--- config.mk ---
export PLATFORM = sky130hd
export DESIGN_NAME = sfixed_dot2_acc
export DESIGN_NICKNAME = d
export VERILOG_FILES = /design/src/rtl/sfixed_pkg.sv /design/src/rtl/sfixed_sat_resize.sv /design/src/rtl/sfixed_dot2_acc.sv
export SDC_FILE = /design/constraint.sdc
export NUM_CORES = 1
export LEC_CHECK = 0
export CAP_MARGIN = 5
export CORE_UTILIZATION = 30
export CTS_BUF_LIST = sky130_fd_sc_hd__clkbuf_4 sky130_fd_sc_hd__clkbuf_8
export DETAILED_ROUTE_END_ITERATION = 8
export PLACE_DENSITY_LB_ADDON = 0.05
export SLEW_MARGIN = 30
export SYNTH_ARGS = -nofsm -noshare
export SYNTH_HDL_FRONTEND = slang
export SYNTH_HIERARCHICAL = 1
export SYNTH_SLANG_ARGS = --single-unit
--- constraint.sdc ---
create_clock -name clk -period 3.6 [get_ports clk]
set_input_delay 0.54 -clock clk [delete_from_list [all_inputs] [get_ports clk]]
set_output_delay 0.54 -clock clk [all_outputs]
set_load 0.02 [all_outputs]
--- src/rtl/sfixed_pkg.sv ---
// Shared signed fixed-point helpers: width arithmetic, default formats and a
// saturating resize used by the dot-product accumulator.
package sfixed_pkg;

  function automatic int sfx_width(input int left, input int right);
    return left + right + 1;
  endfunction

  // Q3.4 operands feed the multiplier; its products are Q7.8.
  localparam int OPND_LEFT  = 3;
  localparam int OPND_RIGHT = 4;
  localparam int OPND_W     = sfx_width(OPND_LEFT, OPND_RIGHT);
  localparam int PROD_LEFT  = 7;
  localparam int PROD_RIGHT = 8;
  localparam int PROD_W     = sfx_width(PROD_LEFT, PROD_RIGHT);

  localparam int SAT_MAX_W = 64;

  typedef struct packed {
    logic signed [SAT_MAX_W-1:0] value;
    logic                        sat;
  } sfx_sat_t;

  // Clamp a sign-extended value into the signed range of out_w bits.
  function automatic sfx_sat_t sfx_sat(input logic signed [SAT_MAX_W-1:0] value,
                                       input int out_w);
    sfx_sat_t                    res;
    logic signed [SAT_MAX_W-1:0] max_v;
    logic signed [SAT_MAX_W-1:0] min_v;
    res.value = value;
    res.sat   = 1'b0;
    if (out_w < SAT_MAX_W) begin
      max_v = (64'sd1 <<< (out_w - 1)) - 64'sd1;
      min_v = -(64'sd1 <<< (out_w - 1));
      if (value > max_v) begin
        res.value = max_v;
        res.sat   = 1'b1;
      end else if (value < min_v) begin
        res.value = min_v;
        res.sat   = 1'b1;
      end
    end
    return res;
  endfunction

endpackage

--- src/rtl/sfixed_sat_resize.sv ---
// Combinational signed clamp from IN_W to OUT_W bits with a saturation flag.
module sfixed_sat_resize
  import sfixed_pkg::*;
#(
  parameter int IN_W  = 22,
  parameter int OUT_W = 21
) (
  input  logic signed [IN_W-1:0]  in_val,
  output logic signed [OUT_W-1:0] out_val,
  output logic                    out_sat
);

  sfx_sat_t w_res;
  logic     w_unused;

  assign w_res    = sfx_sat(SAT_MAX_W'(in_val), OUT_W);
  assign out_val  = w_res.value[OUT_W-1:0];
  assign out_sat  = w_res.sat;
  // Upper bits are pure sign extension of the clamped result.
  assign w_unused = ^w_res.value[SAT_MAX_W-1:OUT_W];

endmodule

--- src/rtl/sfixed_dot2_acc.sv ---
// Two-lane signed fixed-point dot-product accumulator: pair-sum stage, then a
// saturating accumulator that emits one result per in_last-delimited vector.
module sfixed_dot2_acc
  import sfixed_pkg::*;
#(
  parameter int IN_LEFT   = PROD_LEFT,
  parameter int IN_RIGHT  = PROD_RIGHT,
  parameter int OUT_LEFT  = 7,
  parameter int ACC_GUARD = 4,
  parameter int CNT_W     = 8
) (
  input  logic                                clk,
  input  logic                                rst,
  input  logic                                in_valid,
  output logic                                in_ready,
  input  logic                                in_last,
  input  logic signed [IN_LEFT+IN_RIGHT:0]    in_x,
  input  logic signed [IN_LEFT+IN_RIGHT:0]    in_y,
  output logic                                out_valid,
  input  logic                                out_ready,
  output logic signed [OUT_LEFT+IN_RIGHT:0]   out_acc,
  output logic                                out_sat,
  output logic        [CNT_W-1:0]             out_count
);

  localparam int IN_W  = sfx_width(IN_LEFT, IN_RIGHT);
  localparam int SUM_W = IN_W + 1;
  localparam int ACC_W = SUM_W + ACC_GUARD;
  localparam int OUT_W = sfx_width(OUT_LEFT, IN_RIGHT);

  logic                    w_stall;
  logic                    w_accept;
  logic signed [SUM_W-1:0] r_sum;
  logic                    r_sum_v;
  logic                    r_sum_last;
  logic signed [ACC_W-1:0] r_acc;
  logic        [CNT_W-1:0] r_cnt;
  logic                    r_sat_acc;
  logic signed [ACC_W:0]   w_acc_wide;
  logic signed [ACC_W-1:0] w_nxt;
  logic                    w_acc_clamp;
  logic signed [OUT_W-1:0] w_out_val;
  logic                    w_out_clamp;
  logic        [CNT_W-1:0] w_cnt_inc;

  assign w_stall  = out_valid && !out_ready;
  assign in_ready = !w_stall;
  assign w_accept = in_valid && in_ready;

  // Stage A: sign-extended lane sum.
  always_ff @(posedge clk) begin
    // NOTE: state is updated with non-blocking assignments so every register
    // samples pre-edge values regardless of statement order.
    if (rst) begin
      r_sum      <= '0;
      r_sum_v    <= 1'b0;
      r_sum_last <= 1'b0;
    end else if (w_accept) begin
      r_sum      <= SUM_W'(in_x) + SUM_W'(in_y);
      r_sum_v    <= 1'b1;
      r_sum_last <= in_last;
    end else if (!w_stall) begin
      r_sum_v <= 1'b0;
    end
  end

  assign w_acc_wide = (ACC_W+1)'(r_acc) + (ACC_W+1)'(r_sum);
  assign w_cnt_inc  = (&r_cnt) ? r_cnt : r_cnt + CNT_W'(1);

  sfixed_sat_resize #(.IN_W(ACC_W + 1), .OUT_W(ACC_W)) u_acc_clamp (
    .in_val  (w_acc_wide),
    .out_val (w_nxt),
    .out_sat (w_acc_clamp)
  );

  sfixed_sat_resize #(.IN_W(ACC_W), .OUT_W(OUT_W)) u_out_clamp (
    .in_val  (w_nxt),
    .out_val (w_out_val),
    .out_sat (w_out_clamp)
  );

  // Stage B: accumulate, and on the last beat publish and restart.
  always_ff @(posedge clk) begin
    if (rst) begin
      r_acc     <= '0;
      r_cnt     <= '0;
      r_sat_acc <= 1'b0;
      out_valid <= 1'b0;
      out_acc   <= '0;
      out_sat   <= 1'b0;
      out_count <= '0;
    end else begin
      if (out_valid && out_ready) out_valid <= 1'b0;
      if (r_sum_v && !w_stall) begin
        if (r_sum_last) begin
          // A completing vector overrides the handshake clear above.
          out_acc   <= w_out_val;
          out_sat   <= r_sat_acc | w_acc_clamp | w_out_clamp;
          out_count <= w_cnt_inc;
          out_valid <= 1'b1;
          r_acc     <= '0;
          r_cnt     <= '0;
          r_sat_acc <= 1'b0;
        end else begin
          r_acc     <= w_nxt;
          r_cnt     <= w_cnt_inc;
          r_sat_acc <= r_sat_acc | w_acc_clamp;
        end
      end
    end
  end

endmodule

* Yosys cells after proc, flatten, opt, wreduce, memory -nomap -nowiden
Cells that the tools add are included.
** Word-level totals
- Flip-flop bits (word level) :: 75
- Bits in latches :: 0
- Memory bits (writable) :: 0
- Bits in read-only memories :: 0
- Bits of input ports :: 37
- Output and inout bits :: 27
- Word-level logic and storage cells :: 41
- Memories :: 0
** Operators by class
- Add/sub/neg operators :: 3
- Multiply operators :: 0
- Divide/modulo/power cells :: 0
- Order comparisons :: 4
- Equality and inequality tests :: 1
- Shifts and indexed selects :: 0
- Mux-type cells :: 13
- Bitwise gates (word level) :: 2
- Reduce and logical (&&, ||, !) cells :: 8
** Operator list (number)
- two-way mux 22 bit :: 2
- two-way mux 17 bit :: 2
- adder 21 x 17 -> 22 bit :: 1
- > comparator 22 x 21 -> 1 bit, second input constant :: 1
- < comparator 22 x 21 -> 1 bit, second input constant :: 1
- > comparator 21 x 16 -> 1 bit, second input constant :: 1
- < comparator 21 x 16 -> 1 bit, second input constant :: 1
- two-way mux 21 bit :: 1
- adder 16 x 16 -> 17 bit :: 1
- two-way mux 8 bit :: 2
- adder 8 x 1 -> 8 bit, second input constant :: 1
- AND reduction 8 bit :: 1
- two-way mux 1 bit :: 6
- logical AND 1 bit :: 4
- zero test 1 bit :: 2
- inequality test 2 x 1 -> 1 bit, second input constant :: 1
- bitwise OR 1 bit :: 2
- AND reduction 2 bit :: 1

* Depth between registers and ports, before layout
- Depth in word-level cells :: 8
- Depth in mapped cells :: 19
- Mapped depth without buffers :: 16

* Hierarchy
The synthesis kept the hierarchy.
** By module, submodules not included
- sfixed_dot2_acc :: instances 1, cells each 598, area each 4660.7 µm², sequential area each 1501.4 µm²
- sfixed_sat_resize (u_acc_clamp) :: instances 1, cells each 69, area each 481.7 µm², sequential area each 0.0 µm²
- sfixed_sat_resize (u_out_clamp) :: instances 1, cells each 27, area each 209.0 µm², sequential area each 0.0 µm²

* Least setup slack after synthesis
Ideal clock, no wire load.
- Kind :: reg2reg
- From :: reg r_sum[0]
- To :: reg out_acc[10]
- Setup time :: 0.070 ns
- Arrival :: 3.154 ns
- Required time :: 3.530 ns
- Path slack :: 0.376 ns
- Cell stages (with the launch flop) :: 20
- Buffers on the path :: 3
- Period minus slack after synthesis :: 3.224 ns
- Cell sequence :: dfxtp_1 -> ha_1 -> inv_1 -> fa_1 -> nand2b_1 -> a21oi_1 -> o21ai_0 -> a21oi_1 -> o221ai_1 -> xnor2_1 -> buf_6 -> buf_12 -> nor2_2 -> o21ai_2 -> nand4_2 -> o21ai_4 -> buf_6 -> o21a_1 -> nand2_1 -> a21oi_1
** On the way
- Word-level cells in the longest chain between the ends :: 7
- Elaborated cells between the ends (all ways) :: 9
- Those cells by class :: add/sub (1); order compare (4); mux (4)
** RTL lines
- start: declaration :: line sfixed_dot2_acc.sv:33 : logic signed [SUM_W-1:0] r_sum;
- start signal: assignment :: line sfixed_dot2_acc.sv:59 : r_sum <= SUM_W'(in_x) + SUM_W'(in_y);
- adder 21 x 17 -> 22 bit (*) :: line sfixed_dot2_acc.sv:67 : assign w_acc_wide = (ACC_W+1)'(r_acc) + (ACC_W+1)'(r_sum);
- named net w_acc_wide[20] :: line sfixed_dot2_acc.sv:39 : logic signed [ACC_W:0] w_acc_wide;
- < comparator 22 x 21 -> 1 bit :: line sfixed_pkg.sv:38 : end else if (value < min_v) begin
- two-way mux 22 bit :: line sfixed_pkg.sv:38
- two-way mux 22 bit (*) :: line sfixed_pkg.sv:35 : if (value > max_v) begin
- named net w_nxt[15] :: line sfixed_dot2_acc.sv:40 : logic signed [ACC_W-1:0] w_nxt;
- < comparator 21 x 16 -> 1 bit :: line sfixed_pkg.sv:38
- two-way mux 17 bit :: line sfixed_pkg.sv:38
- two-way mux 17 bit (*) :: line sfixed_pkg.sv:35
- named net w_out_val[10] :: line sfixed_dot2_acc.sv:42 : logic signed [OUT_W-1:0] w_out_val;
- end signal: assignment :: line sfixed_dot2_acc.sv:97 : out_acc <= w_out_val;
- end: declaration :: line sfixed_dot2_acc.sv:21 : output logic signed [OUT_LEFT+IN_RIGHT:0] out_acc,
The timed path passes the listed nets; every way through them passes the cells marked *.
A chain may end at the register's enable or synchronous reset.

* Worst setup path after layout
- From :: reg r_sum[0]
- To :: reg out_sat
** On the way
- Word-level cells in the longest chain between the ends :: 8
- Elaborated cells between the ends (all ways) :: 11
- Those cells by class :: add/sub (1); order compare (4); mux (4); bitwise (2)
** RTL lines
- adder 21 x 17 -> 22 bit (*) :: line sfixed_dot2_acc.sv:67
- named net w_acc_wide[20] :: line sfixed_dot2_acc.sv:39
- < comparator 22 x 21 -> 1 bit :: line sfixed_pkg.sv:38
- two-way mux 22 bit :: line sfixed_pkg.sv:38
- two-way mux 22 bit (*) :: line sfixed_pkg.sv:35
- named net w_nxt[17] :: line sfixed_dot2_acc.sv:40
- < comparator 21 x 16 -> 1 bit :: line sfixed_pkg.sv:38
- two-way mux 17 bit :: line sfixed_pkg.sv:38
- two-way mux 17 bit (*) :: line sfixed_pkg.sv:35
- named net w_out_clamp :: line sfixed_dot2_acc.sv:43 : logic w_out_clamp;
- bitwise OR 1 bit (*) :: line sfixed_dot2_acc.sv:98 : out_sat <= r_sat_acc | w_acc_clamp | w_out_clamp;
- end signal: assignment :: line sfixed_dot2_acc.sv:98
- end: declaration :: line sfixed_dot2_acc.sv:22 : output logic out_sat,
Marked as above.

==> metrics.md <==
| Metric | Value |
|---|---|
| CP Data Arrival Time | roughly 3.6 ns |
| Synth Area in Adders | under 10% |
| Clk buf depth | 2 |
| FMAX | slightly below 300 MHz |
| Routability cong. | approximately 0.78 |
| Power density of the placed cells | between 300 and 400 nW/µm² |
| CP startpoint kind | flop |
| Synth Area in Simple Gates | between 20% and 30% |
| CP required | roughly 3.8 ns |
| Maxcap violations | 0 |
| Hold Crit Start | out_acc[9] |
| Hold Slack | around 0.46 ns |
| Port Buffers | 63 |
| Hold_buf cts | 0 |
| Sequential cell area | about 1500 µm² |
| Post-synth EDFFs | 0 |
| Post-Synth XOR/XNOR Area | 4.56% |
| Post-layout util | between 30% and 40% |
| Vias per Instance | 5.08 |
| Layout Area Growth over Synthesis | 20.7% |
| Power Total | approximately 2300 µW |
| Logic pwr share | 34.3% |
| Main synth FF type | dfxtp_1 |
| Filler Cells Inserted | between 1.5k and 2k |
| Total wire length | between 10 and 15 mm |
| Worst slew pin tran | slightly below 0.8 ns |
| DRT Pass-1 Iters | 4 |
| Die Ht | ~140 µm |
| Final WS setup | 0.237 ns |
| Initial DRC Count | 223 |
| Outcome | complete, no violations |
| # rows | 48 |
| Tcrit/Tclk final | slightly above 90% |
| Slew Limit Fails | 0 |
| Die area | roughly 18000 µm² |
| DPL Wire Length | roughly 11 mm |
| GRT Util Overall | around 17% |
| DRC | 0 |
| Synthesized area per cell | a little under 8 µm² |
| Final non-filler cell total | ~970 |
| Clk pin slew, worst setup/hold paths | about 0.090 ns |
| Initial antenna violation count | 0 |
| Die width | ~140 µm |
| YS warnings | 6 |
| Seq/Total Area, Yosys | 28.1% |
| Grt ovf | 0 |
| Reg power frac | approximately 40% |
| DP Cell Count | 954 |
| H-Tree Level Count | 3 |
| FF-to-FF Start | r_sum[0] |
| Compound-Gate Fraction of Synth Area | between 20% and 30% |
| Largest family of logic cells by synthesized area | compound AO/OA/AOI/OAI gates |
| Crit Path Max Fanout | 11 |
| Switching power | a little over 800 µW |
| Starting Density | a little over 30% |
| First-pass GRT wire length | roughly 24 mm |
| Synth unique cells | between 60 and 70 |
| Mux share of post-synthesis cell area | less than 1% |
| Mapped Cells | 694 |
| Number of global-route vias before repair | roughly 4.7k |
| Core ar. | approximately 17000 µm² |
| Worst rel slew slack | 48.6% |
| Setup crit start | r_sum[0] |
| Largest net degree at the start of global routing | 52 |
| Largest cells by area after synthesis | dfxtp_1 28%, ha_1 8.9%, a21oi_1 8.8% |
| Fin crit period | between 3 and 4 ns |
| CP endpoint kind | flop |
| Switching portion of total power | 36.1% |
| Share of the synthesized area in the top cell type | 28.1% |
| Num CTS Buffers | 9 |
| I/O Pins | 64 |
| Max IR drop VDD | roughly 0.18 mV |
| CTS tree | yes |
| # clock sinks | between 70 and 80 |
| Yosys reg bits | 75 |
| Lkg Pwr | between 0.002 and 0.003 µW |
| Area of the multi-input gates | ~3600 µm² |
| DR WL/cell | roughly 15 µm |
| Clock root buffer master | clkbuf_8 |
| Setup CP Type | reg -> reg |
| Internal power | 1470 µW |
| Clk pwr share | between 20% and 30% |
| Hold Path Class | reg -> reg |
| Final nets | just over 800 |
| Clock latency on the worst-skew pair | 0.38 ns |
| Ys async rst share | 0% |
| Vias | between 4k and 5k |
| Post-Synthesis Cell Area | between 5000 and 6000 µm² |
| Post-synth net total | a little under 800 |
| RSZ-0062 raised after global routing | no |
| Final antenna-violating net count | 0 |
| Setup violators final | 0 |
| Final Hold Viols | 0 |
| Leading area contributor after synthesis | dfxtp_1 |
| Clock skew | around 0.0098 ns |
| Layout cells sized above 1 | 13.6% |
| DP Worst Slack | -0.0966 ns |
[power groups by stage]
stage	Combinational (µW)	Clock, µW	Sequential [µW]
after floorplan	557	0	920
after global placement	745	0	924
after detailed placement	745	0	924
after CTS	757	639	905
after global routing	872	669	912
final	789	608	905
[state kept, by name, summed over array words and instances, names as in the netlist]
signal and cells:
r_sum_v 1, r_sum 17, r_acc 21, out_valid 1, out_acc 16, r_sum_last 1, out_sat 1, r_sat_acc 1
out_count 8, r_cnt 8
[worst paths after layout]
| path | slack, ns | endpoint | cells after the start |
|---|---|---|---|
| setup reg to reg | 0.24 | out_sat | 17 |
| hold reg to reg | 0.46 | out_acc[9] | 2 |
| setup / recovery | 0.24 | out_sat | 17 |
| hold / removal | 0.46 | out_acc[9] | 2 |
[metrics by stage]
stage	TNS, ns	instance area [µm²]
floorplan	0	5350
global placement	-0.259	6170
detailed placement	-1.13	6170
CTS	0	6350
global route	0	6450
finish	0	6460
[area by class of cell]
class                           instances  share of cell area [%]
Sequential cell                        75                    23.3
Multi-Input combinational cell        562                    56.5
Inverter                               13                   0.756
Clock inverter                          6                   0.620
Antenna cell                            1                  0.0388
Timing Repair Buffer                   82                    12.5
Tap cell                              225                    4.36
Clock buffer                           10                    2.03
[cells in the mapped netlist, types with 3 or more instances]
cell and instances:
a211oi_1 7, a21o_1 23, a21oi_1 94, a31oi_1 8, and2_1 7, and3_1 28, buf_2 3, buf_4 4
buf_6 5, clkbuf_1 29, dfxtp_1 75, ha_1 38, inv_1 13, nand2_1 102, nand2b_1 4, nand3_1 15
nand3b_1 3, nor2_1 52, nor2_2 19, nor2b_1 3, nor3_1 16, nor4_1 3, o211ai_1 9, o21a_1 18
o21ai_0 22, o21ai_2 20, or3_1 3, xnor2_1 18, xor2_1 8
[timing repair]
item / CTS / global route
setup endpoints to repair: 15 / 30
pin swaps: 0 / 9
buffers inserted: 0 / 3
resized for setup: 1 / 15
[per-layer routing]
layer | global-route usage [%] | share of wire (%) | vias to the layer above
met5 | 0 | 0 | -
li1 | - | - | 2571
met4 | 6.93 | 2.0 | 0
met3 | 2.06 | 2.6 | 17
met1 | 24.5 | 53 | 2269
met2 | 25.0 | 42 | 87
[critical path, cell delays in order (launching register included)]
cell and delay [ns]:
dfxtp_1 0.35, ha_2 0.20, inv_1 0.06, fa_1 0.41
nand2b_4 0.18, a21oi_4 0.18, o21ai_2 0.10, a21oi_2 0.18
o221ai_2 0.14, xnor2_2 0.21, buf_12 0.15, nor2_2 0.05
o21ai_2 0.25, nand4_2 0.17, nor3_2 0.15, a31oi_1 0.09
nor4_2 0.30, nor3_1 0.07
[cell usage in the layout (no fill, tap or decap), types with 9 or more instances in the layout]
| master | count |
|---|---|
| o21a_1 | 18 |
| and3_1 | 28 |
| nand3_1 | 15 |
| o211ai_1 | 9 |
| ha_1 | 37 |
| dfxtp_1 | 75 |
| o21ai_2 | 22 |
| xnor2_1 | 17 |
| o21ai_0 | 20 |
| nor3_1 | 15 |
| a21o_1 | 23 |
| a21oi_1 | 92 |
| clkdlybuf4s50_1 | 62 |
| clkbuf_8 | 9 |
| nand2_1 | 102 |
| nor2_2 | 19 |
| nor2_1 | 52 |
| buf_4 | 16 |
| inv_1 | 13 |
[logic make-up (layout without fill, tap and decap cells)]
family          after synthesis  after routing
xor+xnor                     27             27
flops                        75             75
other cells                   0              1
compound gates              227            227
mux                           3              3
simple gates                265            265
buf+inv                      57            111
fa+ha+maj                    40             40
(Power assumes the default switching activity.)
